File: src/rtl/pipe_pkg.sv
`default_nettype none
// ============================================================================
// Module      : pipe_pkg
// Description : Shared constants and helpers for the pipe_chain register
//               pipeline: default payload width, depth, drop-counter width,
//               and a population-count function over the stage valid bits.
// Ports       : none (package)
// Revision    : 1.0 - initial release
// ============================================================================
package pipe_pkg;

  localparam int c_def_data_w = 32;
  localparam int c_def_depth  = 4;
  localparam int c_def_cnt_w  = 16;

  // Widest chain supported; popcount operates on a vector padded to this.
  localparam int c_max_depth  = 8;
  localparam int c_pop_w      = 4;

  function automatic logic [c_pop_w-1:0] popcount(input logic [c_max_depth-1:0] vec);
    logic [c_pop_w-1:0] cnt;
    cnt = '0;
    for (int i = 0; i < c_max_depth; i++) begin
      cnt = cnt + {{(c_pop_w-1){1'b0}}, vec[i]};
    end
    return cnt;
  endfunction

endpackage
`default_nettype wire

File: src/rtl/pipe_slot.sv
`default_nettype none
// ============================================================================
// Module      : pipe_slot
// Description : One pipeline stage: valid/data registers plus the
//               load / hold / clear decision. Handshake qualification
//               (accept/send) is computed by the parent's ready chain.
// Ports       : clk, reset        - clock, async active-high reset
//               i_flush           - squash this stage's item on this edge
//               i_accept          - stage may take a new item this cycle
//               i_send            - stage hands its item onward this cycle
//               i_recv_valid/data - item offered by the predecessor
//               o_valid/o_data    - registered stage contents
// Revision    : 1.0 - initial release
// ============================================================================
module pipe_slot
  import pipe_pkg::*;
#(
  parameter int DATA_W = c_def_data_w
) (
  input  logic              clk,
  input  logic              reset,
  input  logic              i_flush,
  input  logic              i_accept,
  input  logic              i_send,
  input  logic              i_recv_valid,
  input  logic [DATA_W-1:0] i_recv_data,
  output logic              o_valid,
  output logic [DATA_W-1:0] o_data
);

  logic              valid_q, valid_d;
  logic [DATA_W-1:0] data_q,  data_d;

  // Flush wins over everything; a stalled stage has accept=send=0 and holds.
  always_comb begin
    valid_d = valid_q;
    data_d  = data_q;
    if (i_flush) begin
      valid_d = 1'b0;
    end else if (i_accept && i_recv_valid) begin
      valid_d = 1'b1;
      data_d  = i_recv_data;
    end else if (i_send) begin
      valid_d = 1'b0;
    end
  end

  always_ff @(posedge clk or posedge reset) begin
    if (reset) begin
      valid_q <= 1'b0;
      data_q  <= '0;
    end else begin
      valid_q <= valid_d;
      data_q  <= data_d;
    end
  end

  assign o_valid = valid_q;
  assign o_data  = data_q;

endmodule
`default_nettype wire

File: src/rtl/pipe_chain.sv
`default_nettype none
// ============================================================================
// Module      : pipe_chain
// Description : DEPTH-stage bubble-collapsing register pipeline with per-stage
//               stall and flush, full throughput via a combinational ready
//               chain, occupancy report and a saturating flush-drop counter.
// Ports       : clk, reset                    - clock, async active-high reset
//               in_valid/in_ready/in_data     - upstream handshake
//               out_valid/out_ready/out_data  - downstream handshake
//               stall_mask, flush_mask        - per-stage hold / squash
//               occupancy                     - number of valid stages
//               drop_count                    - items squashed (saturating)
// Revision    : 1.0 - initial release
// ============================================================================
module pipe_chain
  import pipe_pkg::*;
#(
  parameter int DATA_W = c_def_data_w,
  parameter int DEPTH  = c_def_depth,
  parameter int CNT_W  = c_def_cnt_w
) (
  input  logic                       clk,
  input  logic                       reset,
  input  logic                       in_valid,
  output logic                       in_ready,
  input  logic [DATA_W-1:0]          in_data,
  output logic                       out_valid,
  input  logic                       out_ready,
  output logic [DATA_W-1:0]          out_data,
  input  logic [DEPTH-1:0]           stall_mask,
  input  logic [DEPTH-1:0]           flush_mask,
  output logic [$clog2(DEPTH+1)-1:0] occupancy,
  output logic [CNT_W-1:0]           drop_count
);

  localparam int OCC_W = $clog2(DEPTH+1);

  logic [DEPTH-1:0]  valid_q;
  logic [DATA_W-1:0] data_q [DEPTH];

  logic [DEPTH-1:0]  w_blocked;
  logic [DEPTH-1:0]  w_send;
  // w_accept[DEPTH] is the output port; w_accept[i] is stage i accepting.
  logic [DEPTH:0]    w_accept;

  logic [CNT_W-1:0]  drop_count_q, drop_count_d;
  logic [c_max_depth-1:0] w_valid_pad;
  logic [c_max_depth-1:0] w_drop_pad;
  logic [c_pop_w-1:0]     w_drop_inc;
  logic [CNT_W+c_pop_w-1:0] w_drop_sum;

  // Ready chain, evaluated from the output back toward stage 0 so each
  // stage sees its successor's accept in the same cycle.
  always_comb begin
    w_blocked       = stall_mask | flush_mask;
    w_send          = '0;
    w_accept        = '0;
    w_accept[DEPTH] = out_ready;
    for (int i = DEPTH-1; i >= 0; i--) begin
      w_send[i]   = valid_q[i] & ~w_blocked[i] & w_accept[i+1];
      w_accept[i] = ~w_blocked[i] & (~valid_q[i] | w_send[i]);
    end
  end

  for (genvar i = 0; i < DEPTH; i++) begin : g_slot
    logic              w_recv_valid;
    logic [DATA_W-1:0] w_recv_data;

    if (i == 0) begin : g_head
      assign w_recv_valid = in_valid;
      assign w_recv_data  = in_data;
    end else begin : g_body
      // A blocked predecessor never asserts send, so its successor sees a bubble.
      assign w_recv_valid = w_send[i-1];
      assign w_recv_data  = data_q[i-1];
    end

    pipe_slot #(
      .DATA_W (DATA_W)
    ) u_slot (
      .clk          (clk),
      .reset        (reset),
      .i_flush      (flush_mask[i]),
      .i_accept     (w_accept[i]),
      .i_send       (w_send[i]),
      .i_recv_valid (w_recv_valid),
      .i_recv_data  (w_recv_data),
      .o_valid      (valid_q[i]),
      .o_data       (data_q[i])
    );
  end

  assign in_ready  = w_accept[0];
  assign out_valid = valid_q[DEPTH-1] & ~w_blocked[DEPTH-1];
  assign out_data  = data_q[DEPTH-1];

  always_comb begin
    w_valid_pad             = '0;
    w_drop_pad              = '0;
    w_valid_pad[DEPTH-1:0]  = valid_q;
    w_drop_pad[DEPTH-1:0]   = valid_q & flush_mask;
  end

  // Occupancy depends only on registered valid bits.
  assign occupancy  = OCC_W'(popcount(w_valid_pad));

  assign w_drop_inc = popcount(w_drop_pad);
  assign w_drop_sum = {{c_pop_w{1'b0}}, drop_count_q} + {{CNT_W{1'b0}}, w_drop_inc};

  always_comb begin
    drop_count_d = w_drop_sum[CNT_W-1:0];
    if (w_drop_sum[CNT_W+c_pop_w-1:CNT_W] != '0) begin
      drop_count_d = '1;
    end
  end

  always_ff @(posedge clk or posedge reset) begin
    if (reset) begin
      drop_count_q <= '0;
    end else begin
      drop_count_q <= drop_count_d;
    end
  end

  assign drop_count = drop_count_q;

endmodule
`default_nettype wire

File: config.mk
export PLATFORM = sky130hd
export DESIGN_NAME = pipe_chain
export DESIGN_NICKNAME = d
export VERILOG_FILES = /design/src/rtl/pipe_pkg.sv /design/src/rtl/pipe_slot.sv /design/src/rtl/pipe_chain.sv
export SDC_FILE = /design/constraint.sdc
export NUM_CORES = 1
export LEC_CHECK = 0
export BUFFER_PORTS_ARGS = -buffer_cell sky130_fd_sc_hd__buf_2
export CORE_MARGIN = 3
export CORE_UTILIZATION = 50
export CTS_CLUSTER_DIAMETER = 120
export DETAILED_ROUTE_END_ITERATION = 7
export PLACE_DENSITY = 0.83
export SYNTH_ARGS = -nofsm -noshare
export SYNTH_HDL_FRONTEND = slang
export SYNTH_SLANG_ARGS = --single-unit
File: constraint.sdc
create_clock -name clk -period 4.7 [get_ports clk]
set_input_delay 0.47 -clock clk [delete_from_list [all_inputs] [get_ports clk]]
set_output_delay 0.47 -clock clk [all_outputs]
set_load 0.03 [all_outputs]
==> metrics.csv <==
stage,metric,value,unit
run_status,status,"finished, final reports clean",
job,total of max-cap violations,0,
grt,initial antenna violation count,0,
placement,IO Port Bufs,96,
timing,setup TNS,0,ps
synthesis,Yosys warnings,0,
cts,Max Root-Sink Buffers,2,
cts,postcts setup bufs,0,
worst_setup_path,CP cell instances,and2_1 > fa_1 > fa_1 > inv_1 > fa_1 > and3b_1 > nand4_1 > or3_1 > o21ai_0,
layout,final std cells w/o fill,711,
floorplanning,Initial Util,51.5,%
routing,routed wl met2,5850,µm
placement,Place WS,1330,ps
timing,clk_skew,10.5,ps
routing,drt wl/cell,16.5,µm
grt,Overall Global Routing Usage,19.0,%
timing,Worst-Margin Slew,1090,ps
cts,htree depth,4,
worst_setup_path,"slowest stage delay, CP",610,ps
floorplanning,Die H,115,µm
layout,nets@finish,606,
layout,fraction of layout instances using a drive strength above 1,41.2,%
worst_setup_path,CP max FO,13,
hold_path,Hold Path Class,in2async,
routing,routed vias,3679,
layout,diode count,0,
timing,min setup slack post-route,1510,ps
routing,Iter 0 DRT Violations,260,
layout,post-route cell area,7070,µm²
timing,RSZ-0062 raised after global routing,no,
timing,fin. max-slew vios,0,
cts,clk root buf,clkbuf_16,
layout,synth-to-layout area growth,19.3,%
timing,number of setup violations in the final report,0,
timing,Final Cycle Share,68.0,%
floorplanning,Placement Rows,39,
floorplanning,die area,13200,µm²
timing,WHS,244,ps
routing,first-pass iteration count of the detailed router,4,
synthesis,"Seq/Total Area, Yosys",62.5,%
cts,Resize count post-CTS,0,
timing,"Hold Violations, Final",0,
synthesis,Yosys reg bits,148,
routing,Vias/cell,5.17,
worst_setup_path,crit path capture type,register,
placement,placed inst area,6520,µm²
placement,placed cells,679,
worst_setup_path,startpoint types,register,
grt,global-route wire length before repair,19200,µm
worst_setup_path,Critical Path RT,5040,ps
routing,DR WL met3,500,µm
timing,Final Critical Period,3190,ps
worst_setup_path,worst path arrival time,3540,ps
worst_setup_path,"Top cell by count, worst path",fa_1,
cts,CTS tree,yes,
worst_setup_path,slowest CP cell,or3_1,
synthesis,Yosys cell types,37,
power,power per standard cell area,435,nW/µm²
routing,Top Metal Used,met4,
routing,Final ANT Viol Nets,0,
floorplanning,io pins,97,
worst_setup_path,CP Class,reg2reg,
cts,clock latency on the worst-skew pair,420,ps
timing,relative slew slack,27.2,%
grt,vias in the first global route,3801,
cts,clk slew on worst S/H paths,60,ps
routing,DRC,0,
floorplanning,die extent in x,115,µm
cts,cts-stage hold buffer count,0,
synthesis,synthesized instance count,454,
timing,FMAX,313,MHz
synthesis,Avg Inst Size Synth,13.1,µm²
power,Max IR drop VDD,0.218,mV
grt,total global routing overflow,0,
placement,Final GP Congestion,0.775,
floorplanning,Core ar.,11500,µm²
cts,CTS buffer count,17,
placement,post-DP HPWL,7800,µm
synthesis,Synthesized Nets,505,
power,P_leak,3.71,nW
layout,fill count,889,
grt,largest net degree at the start of global routing,105,
routing,Routed WL,11700,µm
routing,DRT met1 WL,5100,µm
synthesis,post-synthesis cell area,5930,µm²
cts,clk sinks,148,
[cell usage after synthesis]
cell type    n  area, µm²
a211oi_4     1       20.0
a21oi_1      3       15.0
a21oi_4      1       16.3
a31oi_1      3       18.8
a31oi_4      1       21.3
and2_1       4       25.0
and3_1       2       12.5
and3b_1      1       8.76
and4_1       2       17.5
buf_4        3       22.5
buf_6        3       33.8
clkbuf_1    11       41.3
dfrtp_1    148       3700
fa_1         4       80.1
ha_1         3       37.5
inv_1       11       41.3
mux2_1       3       33.8
mux2_2      94       1060
nand2_1    113        424
nand2b_1     3       18.8
nand3_1      7       35.0
nand4_1      2       12.5
nor2_1       3       11.3
nor2b_1      1       6.26
nor3_1       3       15.0
nor4b_1      1       8.76
o21a_1       1       7.51
o21ai_0      3       15.0
o21ba_2      1       10.0
o21bai_2     1       11.3
o31ai_1      1       7.51
or2_2        2       12.5
or3_1        1       6.26
or4_1        2       15.0
or4b_4       1       13.8
xnor2_1      4       35.0
xor2_1       6       52.6
[sequential cells by signal, indices dropped and copies added, names as in the netlist]
name	cells
drop_count	16
g_slot.u_slot.o_data	128
g_slot.u_slot.o_valid	4
[through the flow]
stage	total power, mW	util (%)
final	3.08	61.4
after global routing	3.21	61.4
after CTS	3.10	61.4
after detailed placement	1.86	56.6
after global placement	1.83	56.6
after floorplan	1.75	-
[per-layer routing]
| layer | vias up | GRT usage, % |
|---|---|---|
| met5 | - | 0 |
| met4 | 0 | 8.45 |
| met3 | 19 | 5.37 |
| met2 | 83 | 30.3 |
| met1 | 1843 | 24.4 |
| li1 | 1734 | - |
[cells by family (layout without fill, tap and decap cells)]
group	count (synthesis)	in the layout	share of synthesized area, %
adder cells (fa/ha/maj)	7	7	1.98
AND/OR/NAND/NOR	148	148	10.9
multiplexers	97	97	18.4
XOR/XNOR	10	10	1.48
AO/OA/AOI/OAI	16	16	2.41
buffers and inverters	28	142	2.34
flip-flops	148	148	62.5
[cell usage in the layout (no fill, tap or decap), drive strengths merged, types with 3 or more instances in the layout]
cell    netlist  layout
dfrtp       148     148
nand2       113     113
buf           6      99
mux2         97      97
clkbuf       11      19
inv          11      16
nand3         7       7
xor2          6       6
clkinv        0       6
and2          4       4
xnor2         4       4
fa            4       4
a31oi         4       4
a21oi         4       4
nor2          3       3
nor3          3       3
nand2b        3       3
o21ai         3       3
ha            3       3
[area by class of cell]
| class | count | area (µm²) | area share [%] |
|---|---|---|---|
| well taps | 143 | 179 | 2.53 |
| repair buffers | 99 | 503 | 7.11 |
| clock buffers | 19 | 453 | 6.40 |
| multi-input cells | 278 | 2090 | 29.6 |
| inverters | 11 | 46.3 | 0.655 |
| flip-flops and latches | 148 | 3700 | 52.4 |
| clock inverters | 13 | 96.3 | 1.36 |
[worst paths after layout]
path / slack (ps) / end / start / depth (start not counted)
max: 1510 / drop_count[6] / g_slot[0].u_slot.o_valid / 9
min: 240 / g_slot[3].u_slot.o_data[16] / reset / 2
max reg2reg: 1510 / drop_count[6] / g_slot[0].u_slot.o_valid / 9
min reg2reg: 460 / g_slot[2].u_slot.o_data[12] / g_slot[1].u_slot.o_data[12] / 2
max in group asynchronous: 3320 / g_slot[2].u_slot.o_data[21] / reset / 3
min in group clk: 270 / g_slot[0].u_slot.o_data[19] / in_data[19] / 2
[worst max-delay path: cells and delay by family, from the launching register on]
family	cells	cell delay, ps
simple gates	4	1320
flops	1	460
buf+inv	1	60
fa+ha+maj	3	1130
compound gates	1	140
[power breakdown]
group / internal [mW] / switching (mW)
clock network: 0.708 / 0.538
logic: 0.152 / 0.151
registers: 1.43 / 0.0984
No activity file was read; power rests on OpenSTA's default activity.
